File: src/rtl/elevator_car_controller.sv
// Car-side elevator controller: latches floor requests, runs a SCAN scheduler,
// times travel and door dwell, and drives the per-floor light interface.
module elevator_car_controller #(
  parameter int NUM_FLOORS    = 4,
  parameter int TRAVEL_CYCLES = 4,
  parameter int DOOR_CYCLES   = 3
) (
  input  logic                  clk,
  input  logic                  reset,
  input  logic [NUM_FLOORS-1:0] floorbutton,
  output logic [1:0]            direction,
  output logic [NUM_FLOORS-1:0] floor,
  output logic [NUM_FLOORS-1:0] car_above,
  output logic [NUM_FLOORS-1:0] car_below,
  output logic                  door_open,
  output logic [NUM_FLOORS-1:0] pending
);

  localparam int FW = (NUM_FLOORS > 2) ? $clog2(NUM_FLOORS) : 1;
  localparam int TW = (TRAVEL_CYCLES > 1) ? $clog2(TRAVEL_CYCLES) : 1;
  localparam int DW = $clog2(DOOR_CYCLES + 1);
  localparam logic [TW-1:0] TRAVEL_LAST = TW'(TRAVEL_CYCLES - 1);
  localparam logic [DW-1:0] DOOR_LOAD   = DW'(DOOR_CYCLES);
  localparam logic [DW-1:0] DOOR_ONE    = DW'(1);

  typedef enum logic [1:0] {
    IDLE      = 2'b00,
    MOVE_UP   = 2'b01,
    MOVE_DOWN = 2'b10,
    DOOR      = 2'b11
  } state_t;

  state_t                  state_r, state_nx;
  logic [FW-1:0]           cur_floor_r, cur_nx;
  logic [TW-1:0]           travel_r, travel_nx;
  logic [DW-1:0]           dwell_r, dwell_nx;
  logic                    last_up_r, last_up_nx;
  logic [NUM_FLOORS-1:0]   clr, pending_nx;
  logic [1:0]              dir_nx;

  function automatic logic [NUM_FLOORS-1:0] onehot(input logic [FW-1:0] f);
    logic [NUM_FLOORS-1:0] r;
    for (int i = 0; i < NUM_FLOORS; i++) r[i] = (i == int'(f));
    return r;
  endfunction

  function automatic logic [NUM_FLOORS-1:0] above_of(input logic [FW-1:0] f);
    logic [NUM_FLOORS-1:0] r;
    for (int i = 0; i < NUM_FLOORS; i++) r[i] = (int'(f) > i);
    return r;
  endfunction

  function automatic logic [NUM_FLOORS-1:0] below_of(input logic [FW-1:0] f);
    logic [NUM_FLOORS-1:0] r;
    for (int i = 0; i < NUM_FLOORS; i++) r[i] = (int'(f) < i);
    return r;
  endfunction

  // SCAN decision: stop here, keep the preferred direction, else reverse, else idle.
  function automatic state_t decide(input logic [FW-1:0] f,
                                    input logic [NUM_FLOORS-1:0] p,
                                    input logic up_pref);
    logic any_above;
    logic any_below;
    any_above = |(p & below_of(f));
    any_below = |(p & above_of(f));
    if (p[f])                                    return DOOR;
    else if (any_above && (up_pref || !any_below)) return MOVE_UP;
    else if (any_below)                          return MOVE_DOWN;
    else                                         return IDLE;
  endfunction

  // Next-state, counters, request latch and next output values.
  always_comb begin
    state_nx   = state_r;
    cur_nx     = cur_floor_r;
    travel_nx  = travel_r;
    dwell_nx   = dwell_r;
    last_up_nx = last_up_r;
    case (state_r)
      IDLE: begin
        state_nx = decide(cur_floor_r, pending_r_view(), last_up_r);
      end
      MOVE_UP: begin
        if (travel_r == TRAVEL_LAST) begin
          travel_nx = '0;
          cur_nx    = cur_floor_r + FW'(1);
          state_nx  = decide(cur_nx, pending, last_up_r);
        end else begin
          travel_nx = travel_r + TW'(1);
        end
      end
      MOVE_DOWN: begin
        if (travel_r == TRAVEL_LAST) begin
          travel_nx = '0;
          cur_nx    = cur_floor_r - FW'(1);
          state_nx  = decide(cur_nx, pending, last_up_r);
        end else begin
          travel_nx = travel_r + TW'(1);
        end
      end
      DOOR: begin
        if (floorbutton[cur_floor_r]) begin
          dwell_nx = DOOR_LOAD;
        end else if (dwell_r == DOOR_ONE) begin
          dwell_nx = '0;
          state_nx = decide(cur_floor_r, pending, last_up_r);
        end else begin
          dwell_nx = dwell_r - DW'(1);
        end
      end
      default: begin
        state_nx = IDLE;
      end
    endcase

    if (state_nx == DOOR && state_r != DOOR) begin
      dwell_nx = DOOR_LOAD;
    end else begin
      dwell_nx = dwell_nx;
    end

    if (state_nx == MOVE_UP) begin
      last_up_nx = 1'b1;
    end else if (state_nx == MOVE_DOWN) begin
      last_up_nx = 1'b0;
    end else begin
      last_up_nx = last_up_nx;
    end

    // The floor whose door is entered or held open never latches a request.
    if (state_nx == DOOR) begin
      clr = onehot(cur_nx);
    end else begin
      clr = '0;
    end
    pending_nx = (pending | floorbutton) & ~clr;

    case (state_nx)
      MOVE_UP:   dir_nx = 2'b10;
      MOVE_DOWN: dir_nx = 2'b01;
      default:   dir_nx = 2'b00;
    endcase
  end

  function automatic logic [NUM_FLOORS-1:0] pending_r_view();
    return pending;
  endfunction

  // State, counters and all registered outputs.
  always_ff @(posedge clk) begin
    if (!reset) begin
      state_r     <= IDLE;
      cur_floor_r <= '0;
      travel_r    <= '0;
      dwell_r     <= '0;
      last_up_r   <= 1'b1;
      pending     <= '0;
      direction   <= 2'b00;
      door_open   <= 1'b0;
      floor       <= NUM_FLOORS'(1);
      car_above   <= '0;
      car_below   <= ~NUM_FLOORS'(1);
    end else begin
      state_r     <= state_nx;
      cur_floor_r <= cur_nx;
      travel_r    <= travel_nx;
      dwell_r     <= dwell_nx;
      last_up_r   <= last_up_nx;
      pending     <= pending_nx;
      direction   <= dir_nx;
      door_open   <= (state_nx == DOOR);
      floor       <= onehot(cur_nx);
      car_above   <= above_of(cur_nx);
      car_below   <= below_of(cur_nx);
    end
  end

endmodule

File: config.mk
export PLATFORM = sky130hd
export DESIGN_NAME = elevator_car_controller
export DESIGN_NICKNAME = d
export VERILOG_FILES = /design/src/rtl/elevator_car_controller.sv
export SDC_FILE = /design/constraint.sdc
export NUM_CORES = 1
export LEC_CHECK = 0
export BUFFER_PORTS_ARGS = -buffer_cell sky130_fd_sc_hd__buf_4
export CAP_MARGIN = 20
export CORE_MARGIN = 4
export CORE_UTILIZATION = 47
export DETAILED_ROUTE_END_ITERATION = 10
export PLACE_DENSITY = 0.8
export SETUP_SLACK_MARGIN = 0.02
export SYNTH_ARGS = -nofsm -noshare
export SYNTH_HDL_FRONTEND = slang
export SYNTH_SLANG_ARGS = --single-unit
export TNS_END_PERCENT = 30
File: constraint.sdc
create_clock -name clk -period 6.89 [get_ports clk]
set_input_delay 0.3445 -clock clk [delete_from_list [all_inputs] [get_ports clk]]
set_output_delay 0.3445 -clock clk [all_outputs]
set_load 0.05 [all_outputs]
==> impl_metrics.toml <==
[synth]
yosysMostFrequentCell = "dfxtp_1"
yosys-top-cells-count = "dfxtp_1, inv_1, ha_1"
synth_largest_area_cell = "dfxtp_1"
synthTopCellsByArea = "dfxtp_1, ha_1, mux4_2, inv_1, nor2b_1"
synth_top_family_by_area = "compound AO/OA/AOI/OAI gates"
yosysSeqAreaShare_pct = 33.71
yosys.area_share.simple_pct = 16.42
synth_edf_count = 0
ys.flop_type = "dfxtp_1"
ys_types = 43
async_flop_share_pct = 0
synth_fa_ha_area_share_pct = 12.29
synthXorXnorAreaFrac_pct = 0
ys_ff_latch = 24
synthCells = 155
yosys_warnings = 0
synthMuxAreaShare_pct = 7.726
netlist_area_mm2 = 0.001425
synth_top_area_share_pct = 33.71
syn_area_per_cell_um2 = 9.194
synth_compound_area_share_pct = 21.25

[critical_path]
path_max_fanout = 11
cp.required_ns = 7.11
critPathKind = "flip-flop to flip-flop"
max_stage_delay_ns = 0.63
crit_path_end_kind = "flip-flop"
path_cells = "inv_1 -> ha_1 -> mux4_2 -> a22oi_1 -> a41oi_1 -> a2bb2oi_2 -> o311a_1"
cp_slowest_cell = "dfxtp_1"
critPathLaunchType = "flip-flop"
worstPathArrival_ns = 3.20

[global_routing]
antenna_found_initial = 0
grt_pass1_vias = 1141
grt_pass1_wl_um = 5168
track_usage_pct = 16.04
grt-ovfl-total = 0
grt_max_degree = 17

[drt]
finalWirelength_um = 3030
avgViaCountPerCell = 5.824
detail_route.wl_per_cell_um = 14.85
drtIter0Drc = 34
drtPass1Iterations = 4
ant_nets = 0
wl_met1_um = 1245
route.met3.wl_um = 177
num_vias = 1188
drc = 0
top_layer = "met4"
wl_met2_um = 1574

[layout]
syn_to_final_growth_pct = 14.14
final_area_mm2 = 0.001627
fin_nets = 194
drive_above_1_share_pct = 20.81
diodes = 0

[run_status]
status = "finished clean"

[sta]
post-route-period-util_pct = 43.23
slew_viol_final = 0
min_period_ns = 2.978
max_freq_mhz = 335.7
rsz0062_at_grt = "false"
maxSlewHeadroom_pct = 56.97
finalHoldViolations = 0
worst_pin_slew_ns = 0.6425
fin_ws_ns = 3.912
finalSetupViolCount = 0
fin_tns_setup_ns = 0
clock_skew_ns = 0.001954

[clocking]
clock-sinks = 24
cts_tree = "done"
ctsHoldBuffers = 0
cts_root_buffer = "clkbuf_4"
post_cts_buffers = 0
cts_made_buffers = 3
path_clk_slew_ns = 0.13
htreeDepth = 1
clk_latency_ns = 0.32
cts.repair.resized = 0
cts_buffer_depth = 2

[job]
maxCapViolations = 0

[floorplan]
coreArea_mm2 = 0.002829
die_h_um = 63.07
die_w_um = 63.07
ios = 25
start_util_pct = 50.38
die_area_mm2 = 0.003977
fp-row-count = 19

[pwr]
combPwrFrac_pct = 25.0
p_seq_share_pct = 45.8
ir_drop_mv = 0.1484
swShare_pct = 30.26
power_frac_clock_pct = 29.3
p_sw_uw = 105.5
pwr_density_cell_mw_per_mm2 = 214.3
p_leak_uw = 0.0007241
power.internal_uw = 243.1

[placement]
hpwl_um = 2394
io_buffers = 22
place_area_mm2 = 0.001574
place_ws_ns = 3.966
place_congestion = 0.9344

[worst_hold_path]
min_path_type = "input port to flip-flop"
[power by group through the flow]
stage                     sequential, uW  combinational [uW]  clock (uW)
final                                160                87.0         102
after global routing                 161                95.8         110
after global placement               162                84.5           0
after detailed placement             162                86.8           0
after floorplan                      172                56.2           0
after CTS                            159                87.1         105
[per-layer routing]
metal  GRT usage (%)  up-vias
met3           4.263        5
met5               0        -
met2           29.51       39
met1           18.12      569
li1                -      575
met4           4.132        0
[cell usage in the layout, fill, tap and decap left out, types with 4 or more instances in the layout]
cell type | Yosys | final
nor2_1 | 9 | 9
mux4_2 | 4 | 4
o21ai_0 | 8 | 8
nand2_1 | 7 | 7
nand2b_1 | 4 | 4
nand3_1 | 4 | 4
dfxtp_1 | 24 | 24
ha_1 | 14 | 14
inv_1 | 16 | 16
buf_4 | 4 | 22
nor2b_1 | 9 | 9
a31oi_1 | 7 | 7
[final timing paths]
| path | from | cells after the start | slack (ns) | endpoint |
|---|---|---|---|---|
| hold reg to reg | dwell_r[1] | 1 | 0.54 | dwell_r[1] |
| setup reg to reg | cur_floor_r[0] | 7 | 3.91 | dwell_r[0] |
| setup / recovery | cur_floor_r[0] | 7 | 3.91 | dwell_r[0] |
| hold / removal | floorbutton[2] | 3 | 0.32 | pending[2] |
[cell families (layout without fill, tap and decap cells)]
family	count (synthesis)	count (layout)
multiplexers	6	6
AND/OR/NAND/NOR	44	44
other	1	2
flip-flops	24	24
AO/OA/AOI/OAI	41	41
buffers and inverters	25	42
adder cells (fa/ha/maj)	14	14
[sequential cells by signal, indices dropped and copies added, names as in the netlist]
register / flops
pending: 4
car_above: 2
direction: 2
last_up_r: 1
dwell_r: 2
door_open: 1
floor: 4
travel_r: 2
car_below: 2
state_r: 2
cur_floor_r: 2
[worst max-delay path, delay by kind of cell (launching register included)]
kind            cells  cell delay (ns)
buf+inv             1             0.18
fa+ha+maj           1             0.48
compound gates      4             1.06
mux                 1             0.54
flops               1             0.63
[area by class of cell]
type / count / area (um^2)
fill: 241 / 1202
multi-input combinational: 107 / 829.5
sequential: 24 / 480.5
timing repair buffer: 22 / 165.2
inverter: 16 / 60.06
tap: 31 / 38.79
clock inverter: 1 / 30.03
clock buffer: 3 / 22.52
[per-stage QoR]
stage | util (%) | std cells | hold slack [ns] | total power (uW)
after global routing | 57.50 | 204 | 0.3237 | 366.8
final | 57.50 | 204 | 0.3183 | 348.6
after detailed placement | 55.64 | 200 | 0.5108 | 249.3
after CTS | 57.50 | 204 | 0.3078 | 351.3
after floorplan | - | 156 | 0.4828 | 228.5
after global placement | 55.64 | 200 | 0.4973 | 246.2
Note: power is estimated with default switching activity, not from simulation.
